### config.mk
export PLATFORM = sky130hd
export DESIGN_NAME = num_ascii_formatter
export DESIGN_NICKNAME = d
export VERILOG_FILES = /design/src/rtl/num_fmt_pkg.sv /design/src/rtl/num_fmt_dec_digit.sv /design/src/rtl/num_ascii_formatter.sv
export SDC_FILE = /design/constraint.sdc
export NUM_CORES = 1
export LEC_CHECK = 0
export ABC_AREA = 1
export CAP_MARGIN = 20
export CORE_UTILIZATION = 55
export CTS_BUF_LIST = sky130_fd_sc_hd__clkbuf_16
export CTS_CLUSTER_SIZE = 14
export DETAILED_ROUTE_END_ITERATION = 8
export PLACE_DENSITY = 0.76
export SYNTH_ARGS = -nofsm -noshare
export SYNTH_HDL_FRONTEND = slang
export SYNTH_SLANG_ARGS = --single-unit
export TNS_END_PERCENT = 100
### constraint.sdc
create_clock -name clk -period 5.5 [get_ports clk]
set_input_delay 1.1 -clock clk [delete_from_list [all_inputs] [get_ports clk]]
set_output_delay 1.1 -clock clk [all_outputs]
set_load 0.02 [all_outputs]
### src/rtl/num_fmt_pkg.sv
// Shared constants and helpers for the number-to-ASCII formatter.
package num_fmt_pkg;

   // Format codes on in_fmt
   localparam logic [1:0] FMT_BIN  = 2'b00;
   localparam logic [1:0] FMT_HEX  = 2'b01;
   localparam logic [1:0] FMT_UDEC = 2'b10;
   localparam logic [1:0] FMT_SDEC = 2'b11;

   // FSM state encodings
   localparam logic [1:0] S_IDLE = 2'd0;
   localparam logic [1:0] S_SIGN = 2'd1;
   localparam logic [1:0] S_CALC = 2'd2;
   localparam logic [1:0] S_EMIT = 2'd3;

   // ASCII constants
   localparam logic [7:0] ASCII_ZERO  = 8'h30;
   localparam logic [7:0] ASCII_A     = 8'h41;
   localparam logic [7:0] ASCII_MINUS = 8'h2D;

   // Number of decimal digits needed for 2^width-1 (elaboration-time only)
   function automatic int unsigned dec_digits(input int unsigned width);
      longint unsigned v;
      int unsigned     n;
      v = (64'd1 << width) - 64'd1;
      n = 0;
      for (int unsigned i = 0; i < 20; i++) begin
         if (v != 64'd0) begin
            n++;
            v = v / 64'd10;
         end
      end
      if (n == 0) n = 1;
      return n;
   endfunction

   // 10^k for k = 0..9
   function automatic logic [31:0] pow10(input int unsigned k);
      case (k)
         0:       return 32'd1;
         1:       return 32'd10;
         2:       return 32'd100;
         3:       return 32'd1000;
         4:       return 32'd10000;
         5:       return 32'd100000;
         6:       return 32'd1000000;
         7:       return 32'd10000000;
         8:       return 32'd100000000;
         9:       return 32'd1000000000;
         default: return 32'd1;
      endcase
   endfunction

endpackage

### src/rtl/num_fmt_dec_digit.sv
// Repeated-subtraction decimal digit extractor: counts how many times pow
// fits into the remainder, one subtraction per cycle.
module num_fmt_dec_digit
   import num_fmt_pkg::*;
#(
   parameter int WIDTH = 16
) (
   input  logic             clk,
   input  logic             rst_n,
   input  logic             start,
   input  logic [WIDTH-1:0] rem_in,
   input  logic [31:0]      pow,
   output logic [3:0]       digit,
   output logic [WIDTH-1:0] rem_out,
   output logic             done
);

   logic [WIDTH-1:0] rem_q;
   logic [3:0]       cnt_q;
   logic             busy_q;
   logic             ge;

   assign ge      = 32'(rem_q) >= pow;
   assign done    = busy_q && !ge;
   assign digit   = cnt_q;
   assign rem_out = rem_q;

   // Load on start, then subtract pow each cycle until the remainder drops below it
   always_ff @(posedge clk) begin
      if (!rst_n) begin
         rem_q  <= '0;
         cnt_q  <= '0;
         busy_q <= 1'b0;
      end else if (start) begin
         rem_q  <= rem_in;
         cnt_q  <= '0;
         busy_q <= 1'b1;
      end else if (busy_q) begin
         if (ge) begin
            rem_q <= rem_q - WIDTH'(pow);
            cnt_q <= cnt_q + 4'd1;
         end else begin
            busy_q <= 1'b0;
         end
      end
   end

endmodule

### src/rtl/num_ascii_formatter.sv
// Streams the ASCII text of a WIDTH-bit value (bin / hex / udec / sdec) one
// character per valid/ready beat.
// Optional build macro: FMT_ZERO_SUPPRESS_EN skips leading zero digits.
module num_ascii_formatter
   import num_fmt_pkg::*;
#(
   parameter int WIDTH = 16
) (
   input  logic             clk,
   input  logic             rst_n,
   input  logic             in_valid,
   output logic             in_ready,
   input  logic [WIDTH-1:0] in_data,
   input  logic [1:0]       in_fmt,
   output logic             out_valid,
   input  logic             out_ready,
   output logic [7:0]       out_char,
   output logic             out_last
);

`ifdef FMT_ZERO_SUPPRESS_EN
   localparam bit ZERO_SUPPRESS = 1'b1;
`else
   localparam bit ZERO_SUPPRESS = 1'b0;
`endif

   localparam int unsigned NHEX       = (WIDTH + 3) / 4;
   localparam int unsigned HEX_W      = 4 * NHEX;
   localparam int unsigned DEC_DIGITS = dec_digits(WIDTH);
   localparam int unsigned IDX_W      = $clog2(WIDTH);
   localparam logic [IDX_W-1:0] BIN_TOP = IDX_W'(WIDTH - 1);
   localparam logic [IDX_W-1:0] HEX_TOP = IDX_W'(NHEX - 1);
   localparam logic [IDX_W-1:0] DEC_TOP = IDX_W'(DEC_DIGITS - 1);

   logic [1:0]       state;
   logic [1:0]       fmt_q;
   logic [WIDTH-1:0] data_q;
   logic [IDX_W-1:0] idx;
   logic             seen_nz;

   logic             accept;
   logic             in_dec;
   logic             in_neg;
   logic [WIDTH-1:0] in_mag;
   logic [IDX_W-1:0] lead_bin;
   logic [IDX_W-1:0] lead_hex;
   logic [IDX_W-1:0] first_idx;
   logic             skip;

   logic             dig_start;
   logic [WIDTH-1:0] dig_rem_in;
   logic [3:0]       dig_digit;
   logic [WIDTH-1:0] dig_rem;
   logic             dig_done;

   // ASCII character of bit/nibble i of v in binary or hex
   function automatic logic [7:0] radix_char(input logic [WIDTH-1:0] v,
                                             input logic [1:0]       f,
                                             input logic [IDX_W-1:0] i);
      logic [WIDTH-1:0] bsh;
      logic [HEX_W-1:0] hsh;
      logic [3:0]       nib;
      bsh = v >> i;
      hsh = HEX_W'(v) >> {i, 2'b00};
      nib = hsh[3:0];
      if (f == FMT_BIN)
         return bsh[0] ? ASCII_ZERO + 8'd1 : ASCII_ZERO;
      else if (nib < 4'd10)
         return ASCII_ZERO + {4'h0, nib};
      else
         return ASCII_A + {4'h0, nib} - 8'd10;
   endfunction

   assign in_ready = rst_n && (state == S_IDLE);
   assign accept   = in_valid && in_ready;
   assign in_dec   = (in_fmt == FMT_UDEC) || (in_fmt == FMT_SDEC);
   assign in_neg   = (in_fmt == FMT_SDEC) && in_data[WIDTH-1];
   assign in_mag   = in_neg ? (~in_data + 1'b1) : in_data;
   assign skip     = ZERO_SUPPRESS && (dig_digit == 4'd0) && !seen_nz && (idx != '0);

   // Position of the most significant non-zero bit / nibble of the incoming value
   always_comb begin
      logic [HEX_W-1:0] sh;
      lead_bin = '0;
      lead_hex = '0;
      for (int unsigned i = 0; i < WIDTH; i++) begin
         if (in_data[i]) lead_bin = IDX_W'(i);
      end
      for (int unsigned i = 0; i < NHEX; i++) begin
         sh = HEX_W'(in_data) >> (4 * i);
         if (sh[3:0] != 4'h0) lead_hex = IDX_W'(i);
      end
      if (in_fmt == FMT_BIN)
         first_idx = ZERO_SUPPRESS ? lead_bin : BIN_TOP;
      else
         first_idx = ZERO_SUPPRESS ? lead_hex : HEX_TOP;
   end

   // Kick the digit extractor; the remainder chains from the previous digit
   always_comb begin
      dig_start  = 1'b0;
      dig_rem_in = dig_rem;
      case (state)
         S_IDLE: begin
            dig_start  = accept && in_dec && !in_neg;
            dig_rem_in = in_mag;
         end
         S_SIGN: begin
            dig_start  = out_ready;
            dig_rem_in = data_q;
         end
         S_CALC:  dig_start = dig_done && skip;
         S_EMIT:  dig_start = out_ready && !out_last && fmt_q[1];
         default: dig_start = 1'b0;
      endcase
   end

   num_fmt_dec_digit #(
      .WIDTH (WIDTH)
   ) u_dec_digit (
      .clk     (clk),
      .rst_n   (rst_n),
      .start   (dig_start),
      .rem_in  (dig_rem_in),
      .pow     (pow10(32'(idx))),
      .digit   (dig_digit),
      .rem_out (dig_rem),
      .done    (dig_done)
   );

   // Main FSM and registered output character
   always_ff @(posedge clk) begin
      if (!rst_n) begin
         state     <= S_IDLE;
         fmt_q     <= '0;
         data_q    <= '0;
         idx       <= '0;
         seen_nz   <= 1'b0;
         out_valid <= 1'b0;
         out_last  <= 1'b0;
         out_char  <= '0;
      end else begin
         case (state)
            S_IDLE: begin
               if (accept) begin
                  fmt_q   <= in_fmt;
                  seen_nz <= 1'b0;
                  if (in_dec) begin
                     data_q <= in_mag;
                     idx    <= DEC_TOP;
                     if (in_neg) begin
                        out_char  <= ASCII_MINUS;
                        out_valid <= 1'b1;
                        out_last  <= 1'b0;
                        state     <= S_SIGN;
                     end else begin
                        state <= S_CALC;
                     end
                  end else begin
                     data_q    <= in_data;
                     idx       <= first_idx;
                     out_char  <= radix_char(in_data, in_fmt, first_idx);
                     out_valid <= 1'b1;
                     out_last  <= (first_idx == '0);
                     state     <= S_EMIT;
                  end
               end
            end
            S_SIGN: begin
               if (out_ready) begin
                  out_valid <= 1'b0;
                  state     <= S_CALC;
               end
            end
            S_CALC: begin
               if (dig_done) begin
                  // A suppressed leading zero restarts the extractor on the next power
                  if (skip) begin
                     idx <= idx - 1'b1;
                  end else begin
                     out_char  <= ASCII_ZERO + {4'h0, dig_digit};
                     out_valid <= 1'b1;
                     out_last  <= (idx == '0);
                     seen_nz   <= 1'b1;
                     state     <= S_EMIT;
                  end
               end
            end
            S_EMIT: begin
               if (out_ready) begin
                  if (out_last) begin
                     out_valid <= 1'b0;
                     out_last  <= 1'b0;
                     state     <= S_IDLE;
                  end else if (fmt_q[1]) begin
                     idx       <= idx - 1'b1;
                     out_valid <= 1'b0;
                     state     <= S_CALC;
                  end else begin
                     idx      <= idx - 1'b1;
                     out_char <= radix_char(data_q, fmt_q, idx - 1'b1);
                     out_last <= (idx == IDX_W'(1));
                  end
               end
            end
            default: state <= S_IDLE;
         endcase
      end
   end

endmodule
## Yosys cells after proc, flatten, opt, wreduce, memory -nomap -nowiden

Memory sizes are Yosys's and may differ from the RTL's. A register that Yosys moved wholly into a read port is not among the register bits.
Index checks and enable logic that the tools add are counted.

| storage, ports and cells | value |
|---|---|
| register bits after elaboration | 55 |
| memory bits (read-only) | 480 |
| input bits | 22 |
| output and inout port bits | 11 |
| memories | 1 |

| cells by class | value |
|---|---|
| add/sub/neg operators | 11 |
| $lt $le $gt $ge | 3 |
| eq/ne operators | 15 |
| shift-type cells | 4 |
| mux-type cells | 58 |
| bitwise operators | 2 |
| reduce and logical (&&, ||, !) cells | 30 |

Memory list:

| name | depth | bits a word | read ports | clocked after Yosys merged registers in | write ports | line | RTL |
|---|---|---|---|---|---|---|---|
| (name not given) | 16 | 30 | 1 | 1 | 0 | num_fmt_pkg.sv:39 | `case (k)` |

Operator list:

| operator | number |
|---|---|
| 8-bit two-way mux | 11 |
| 16-bit two-way mux | 5 |
| 16-bit by 32-bit >= comparator with 1-bit output | 1 |
| 16-bit case mux with 2 select lines | 1 |
| 16-bit by 4-bit right shift with 1-bit output | 2 |
| 16-bit by 6-bit right shift with 4-bit output | 2 |
| 4-bit two-way mux | 7 |
| 8-bit case mux with 3 select lines | 1 |
| 6-bit by 4-bit adder with 7-bit output (first input constant) | 3 |
| 1-bit two-way mux | 20 |
| 16-bit by 1-bit adder with 16-bit output (second input constant) | 1 |
| 7-bit by 4-bit adder with 8-bit output (first input constant) | 2 |
| 2-bit two-way mux | 8 |
| 16-bit inverter | 1 |
| 16-bit subtractor | 1 |
| 8-bit by 4-bit subtractor with 8-bit output (second input constant) | 2 |
| 2-bit != test (second input constant) | 6 |
| 5-bit AND reduction | 2 |
| 2-bit equality test (second input constant) | 4 |
| 1-bit logical AND | 8 |
| 4-bit zero test | 2 |
| 4-bit < comparator (second input constant) | 2 |
| 1-bit case mux with 4 select lines | 2 |
| 2-bit case mux with 4 select lines | 1 |
| other kinds (20) | 28 |

## Logic depth before layout (Yosys ltp)

| logic depth | value |
|---|---|
| word-level depth | 10 |
| depth in mapped cells | 18 |

## Hierarchy

Synthesis repeated with hierarchy kept, for this count alone.

| second synthesis, totals | value |
|---|---|
| cell total of the unflattened synthesis | 899 |
| area, all modules | 5688.0 sq um |

By module, submodules not included:

| module | instances | cells each | area an instance (sq um) | sequential area each (sq um) |
|---|---|---|---|---|
| num_ascii_formatter | 1 | 536 | 3482.1 | 1121.1 |
| num_fmt_dec_digit | 1 | 363 | 2205.9 | 420.4 |

## Worst setup path before layout

No wires, ideal clock.

| timing | value |
|---|---|
| path type | input to output |
| start point | input port rst_n |
| end point | output port in_ready |
| arrival time | 1.769 ns |
| data required time | 4.400 ns |
| slack | 2.631 ns |
| stages | 3 |
| path through | inv_1 > clkbuf_1 > nor2_1 |

| on the way | value |
|---|---|
| word-level cells in the longest chain between the ends | 1 |

RTL lines:

| what | line | RTL |
|---|---|---|
| start: declaration | num_ascii_formatter.sv:10 | `input logic rst_n,` |
| 1-bit logical AND | num_ascii_formatter.sv:74 | `assign in_ready = rst_n && (state == S_IDLE);` |
| end: declaration | num_ascii_formatter.sv:12 | `output logic in_ready,` |

No other way between the ends.

## Final worst setup path

Ends and elaborated chain as after synthesis.

==> results by group <==
Status
  • Status: complete, no violations

Synthesis
  • Largest family of logic cells by synthesized area: simple AND/OR/NAND/NOR gates
  • Library cells used by synthesis: 51
  • Synth cell count leaders: nand2_1, inv_1, nor2_1
  • Post-Synth Adder-Cell Area: 6.65%
  • Synth Area in Compound Gates: 14.8%
  • Warnings from Yosys: 0
  • Most used DFF post-synth: dfxtp_1
  • Synth Area in Simple Gates: 37.4%
  • Top-count cell post-synth: nand2_1
  • Synthesized instance count: 857
  • Synth Area in XOR/XNOR: 1.95%
  • Top cells by area, synth: dfxtp_1, nand2_1, inv_1, nand3_1, nor2_1
  • Syn_nets: 907
  • Area leader, netlist: dfxtp_1
  • Area share of the largest cell type after synthesis: 28.6%
  • Syn avg cell area: 6.28 um^2
  • Asr flop ratio synth: 0%
  • EDFF count, synth: 0
  • Sequential area share after synthesis: 28.6%
  • Flop and latch count out of synthesis: 77
  • Cell area after synthesis: 5380 um^2
  • Mux cell area share after synthesis: 0%

Timing
  • Final worst slack: 1.51 ns
  • RSZ-0062 raised after global routing: no
  • Max Freq: 251 MHz
  • Hold Slack: 0.469 ns
  • Max Slew Vio Count: 0
  • Post-layout min period: 3.99 ns
  • Final Setup Violations: 0
  • Worst Clk Skew: 0.00918 ns
  • Slew at the pin closest to its max-slew limit: 0.706 ns
  • Slew margin rel.: 52.9%
  • Setup TNS: 0 ns
  • Final hold viol count: 0
  • Period utilization: 72.6%

Setup path
  • Most common cell on crit path: clkdlybuf4s50_1
  • WS Path Type: input port to output pin
  • Setup crit start kind: input port
  • Worst stage delay on the critical path: 0.92 ns
  • WP data required: 4.40 ns
  • Worst path bufs/invs: 3
  • RR Endpoint: u_dec_digit.pow[17]
  • Slowest CP cell: clkdlybuf4s50_1
  • Data arrival, critical path: 2.89 ns
  • CP delay by family, top: buffers and inverters
  • Crit path max fanout: 16
  • CP Capture Type: output pin
  • R2r setup slk: 2.13 ns
  • Worst flop-to-flop path startpoint: idx[0]
  • Reg2Reg Depth: 10
  • Crit-path cells: clkdlybuf4s50_1 > inv_1 > nor2_1 > clkdlybuf4s50_1

Drt
  • WL/cell: 14.6 um
  • Initial DRC count: 305
  • Routed Antenna Nets: 0
  • DRC Markers: 0
  • Vias/cell: 5.45
  • First-pass DRT Iterations: 5
  • Via Count: 5532
  • Routed wire length: 14.8 mm

Global routing
  • Largest net degree at the start of global routing: 26
  • Gr ovfl total: 0
  • Total track usage: 31.0%
  • Vias in the first global route: 5293
  • Initial antenna violation count: 0
  • First-pass GRT wire length: 24.6 mm

CTS
  • Resized Gates After CTS: 0
  • Clock sinks: 77
  • H-tree levels: 3
  • Post-CTS setup buffers: 0
  • # hold bufs at CTS: 0
  • CTS Buffer Depth: 2
  • Clock-pin slew on the worst setup and hold paths: 0.07 ns
  • CTS Buf Count: 9
  • Insertion delay to the later sink of the worst-skew pair: 0.34 ns
  • CTS root buf: clkbuf_16
  • CTS tree: yes

Pwr
  • Clock power share: 18.6%
  • Power share of the combinational group: 57.9%
  • Switch share: 49.5%
  • Seq pwr share: 23.5%
  • Leak: 2.96 nW
  • Pwr/cell area: 561 nW/um^2
  • Int Power: 0.00172 W
  • Sw Pwr: 0.00169 W
  • Maximum VDD drop: 0.000214 V

Floorplan
  • Initial Utilization: 57.4%
  • I/O pin count: 33
  • Row count: 35
  • Die width: 101 um
  • Die Footprint: 10200 um^2
  • Core footprint: 9370 um^2
  • Die H: 101 um

Job
  • Max cap viols: 0

Cells and area
  • FF+latch area: 1540 um^2
  • Share of layout cells above drive strength 1: 6.88%
  • Multi-input logic area: 3270 um^2
  • Diode count: 0
  • Final #Nets: 931
  • Fin cells: 1015
  • Fin util: 65.0%
  • P&R area growth vs syn: 13.1%
  • Fill cells: 942

Min path
  • HP Class: flop to flop
  • Min-Delay Startpoint: u_dec_digit.rem_out[0]
  • Hold path cells: 2
  • Hold Path Sink: u_dec_digit.rem_out[0]

Place
  • GP Congestion: 0.924
  • Placement Setup Slack: 1.31 ns
  • DPL Wire Length: 11.3 mm
  • Port bufs: 31
  • Dpl cells: 999
power by group through the flow:
| stage | registers, W | logic (W) | clock network [W] |
|---|---|---|---|
| 2_1_floorplan | 0.000781 | 0.00151 | 0 |
| 4_1_cts | 0.000802 | 0.00195 | 0.000642 |
| 6_report | 0.000803 | 0.00198 | 0.000636 |
| 5_1_grt | 0.000816 | 0.00223 | 0.000666 |
| 3_3_place_gp | 0.000810 | 0.00189 | 0 |
| 3_5_place_dp | 0.000812 | 0.00193 | 0 |
per-layer routing:
layer	global-route usage, %	wire (um)	vias up
met5	0	0	-
met4	13.8	398	0
met3	4.79	710	33
met2	55.1	7310	170
met1	36.8	6400	2532
li1	-	-	2797
layout make-up:
type,instances,share of cell area [%]
Clock buffer,9,3.70
Clock inverter,7,1.46
Inverter,121,7.52
Multi-Input combinational cell,637,53.8
Sequential cell,77,25.3
Tap cell,129,2.65
Timing Repair Buffer,35,5.59
per-stage QoR:
stage	area, um^2	total power (W)
2_1_floorplan	5380	0.00229
3_3_place_gp	5770	0.00270
3_5_place_dp	5770	0.00274
4_1_cts	6090	0.00340
5_1_grt	6090	0.00371
6_report	6090	0.00342
flip-flops by register name (all words and copies together), names as in the netlist:
name / flops
data_q: 16
fmt_q: 2
idx: 4
out_char: 7
out_valid: 1
out_last: 1
u_dec_digit.digit: 4
u_dec_digit.rem_out: 16
state: 2
u_dec_digit.pow: 23
u_dec_digit.busy_q: 1
worst max path at each step:
| stage | slack (ns) | cells past startpoint | start | endpoint |
|---|---|---|---|---|
| 2_1_floorplan | 2.63 | 3 | rst_n | in_ready |
| 3_3_place_gp | 1.43 | 13 | rst_n | u_dec_digit.pow[8] |
| 3_5_place_dp | 1.31 | 13 | rst_n | u_dec_digit.pow[8] |
| 4_1_cts | 1.50 | 4 | rst_n | in_ready |
| 5_1_grt | 1.38 | 4 | rst_n | in_ready |
| 6_report | 1.51 | 4 | rst_n | in_ready |
placed cells by master (no fill, tap or decap), drive strengths merged, types with 9 or more instances in the layout:
cell type / count
a21oi: 55
clkbuf: 9
clkdlybuf4s50: 31
dfxtp: 77
ha: 27
inv: 123
nand2: 248
nand3: 77
nand3b: 9
nor2: 103
o211ai: 13
o21ai: 54
cells by family after synthesis:
family                     Yosys count
other                                1
AOI/OAI and AO/OA                  138
and+or+nand+nor                    458
DFF                                 77
xor gates and xnor gates            12
adders and majority gates           28
buffers and inverters              143
worst reg2reg max path, stage by stage (launching register included):
cell and delay [ns]:
dfxtp_1 0.77, inv_1 0.38, ha_1 0.56, clkinv_1 0.31, o21ai_0 0.30, o21ai_0 0.14, nand2_1 0.22, inv_1 0.12
ha_1 0.21, nand3_1 0.17, nand2_1 0.08
No activity file was read; power rests on OpenSTA's default activity.
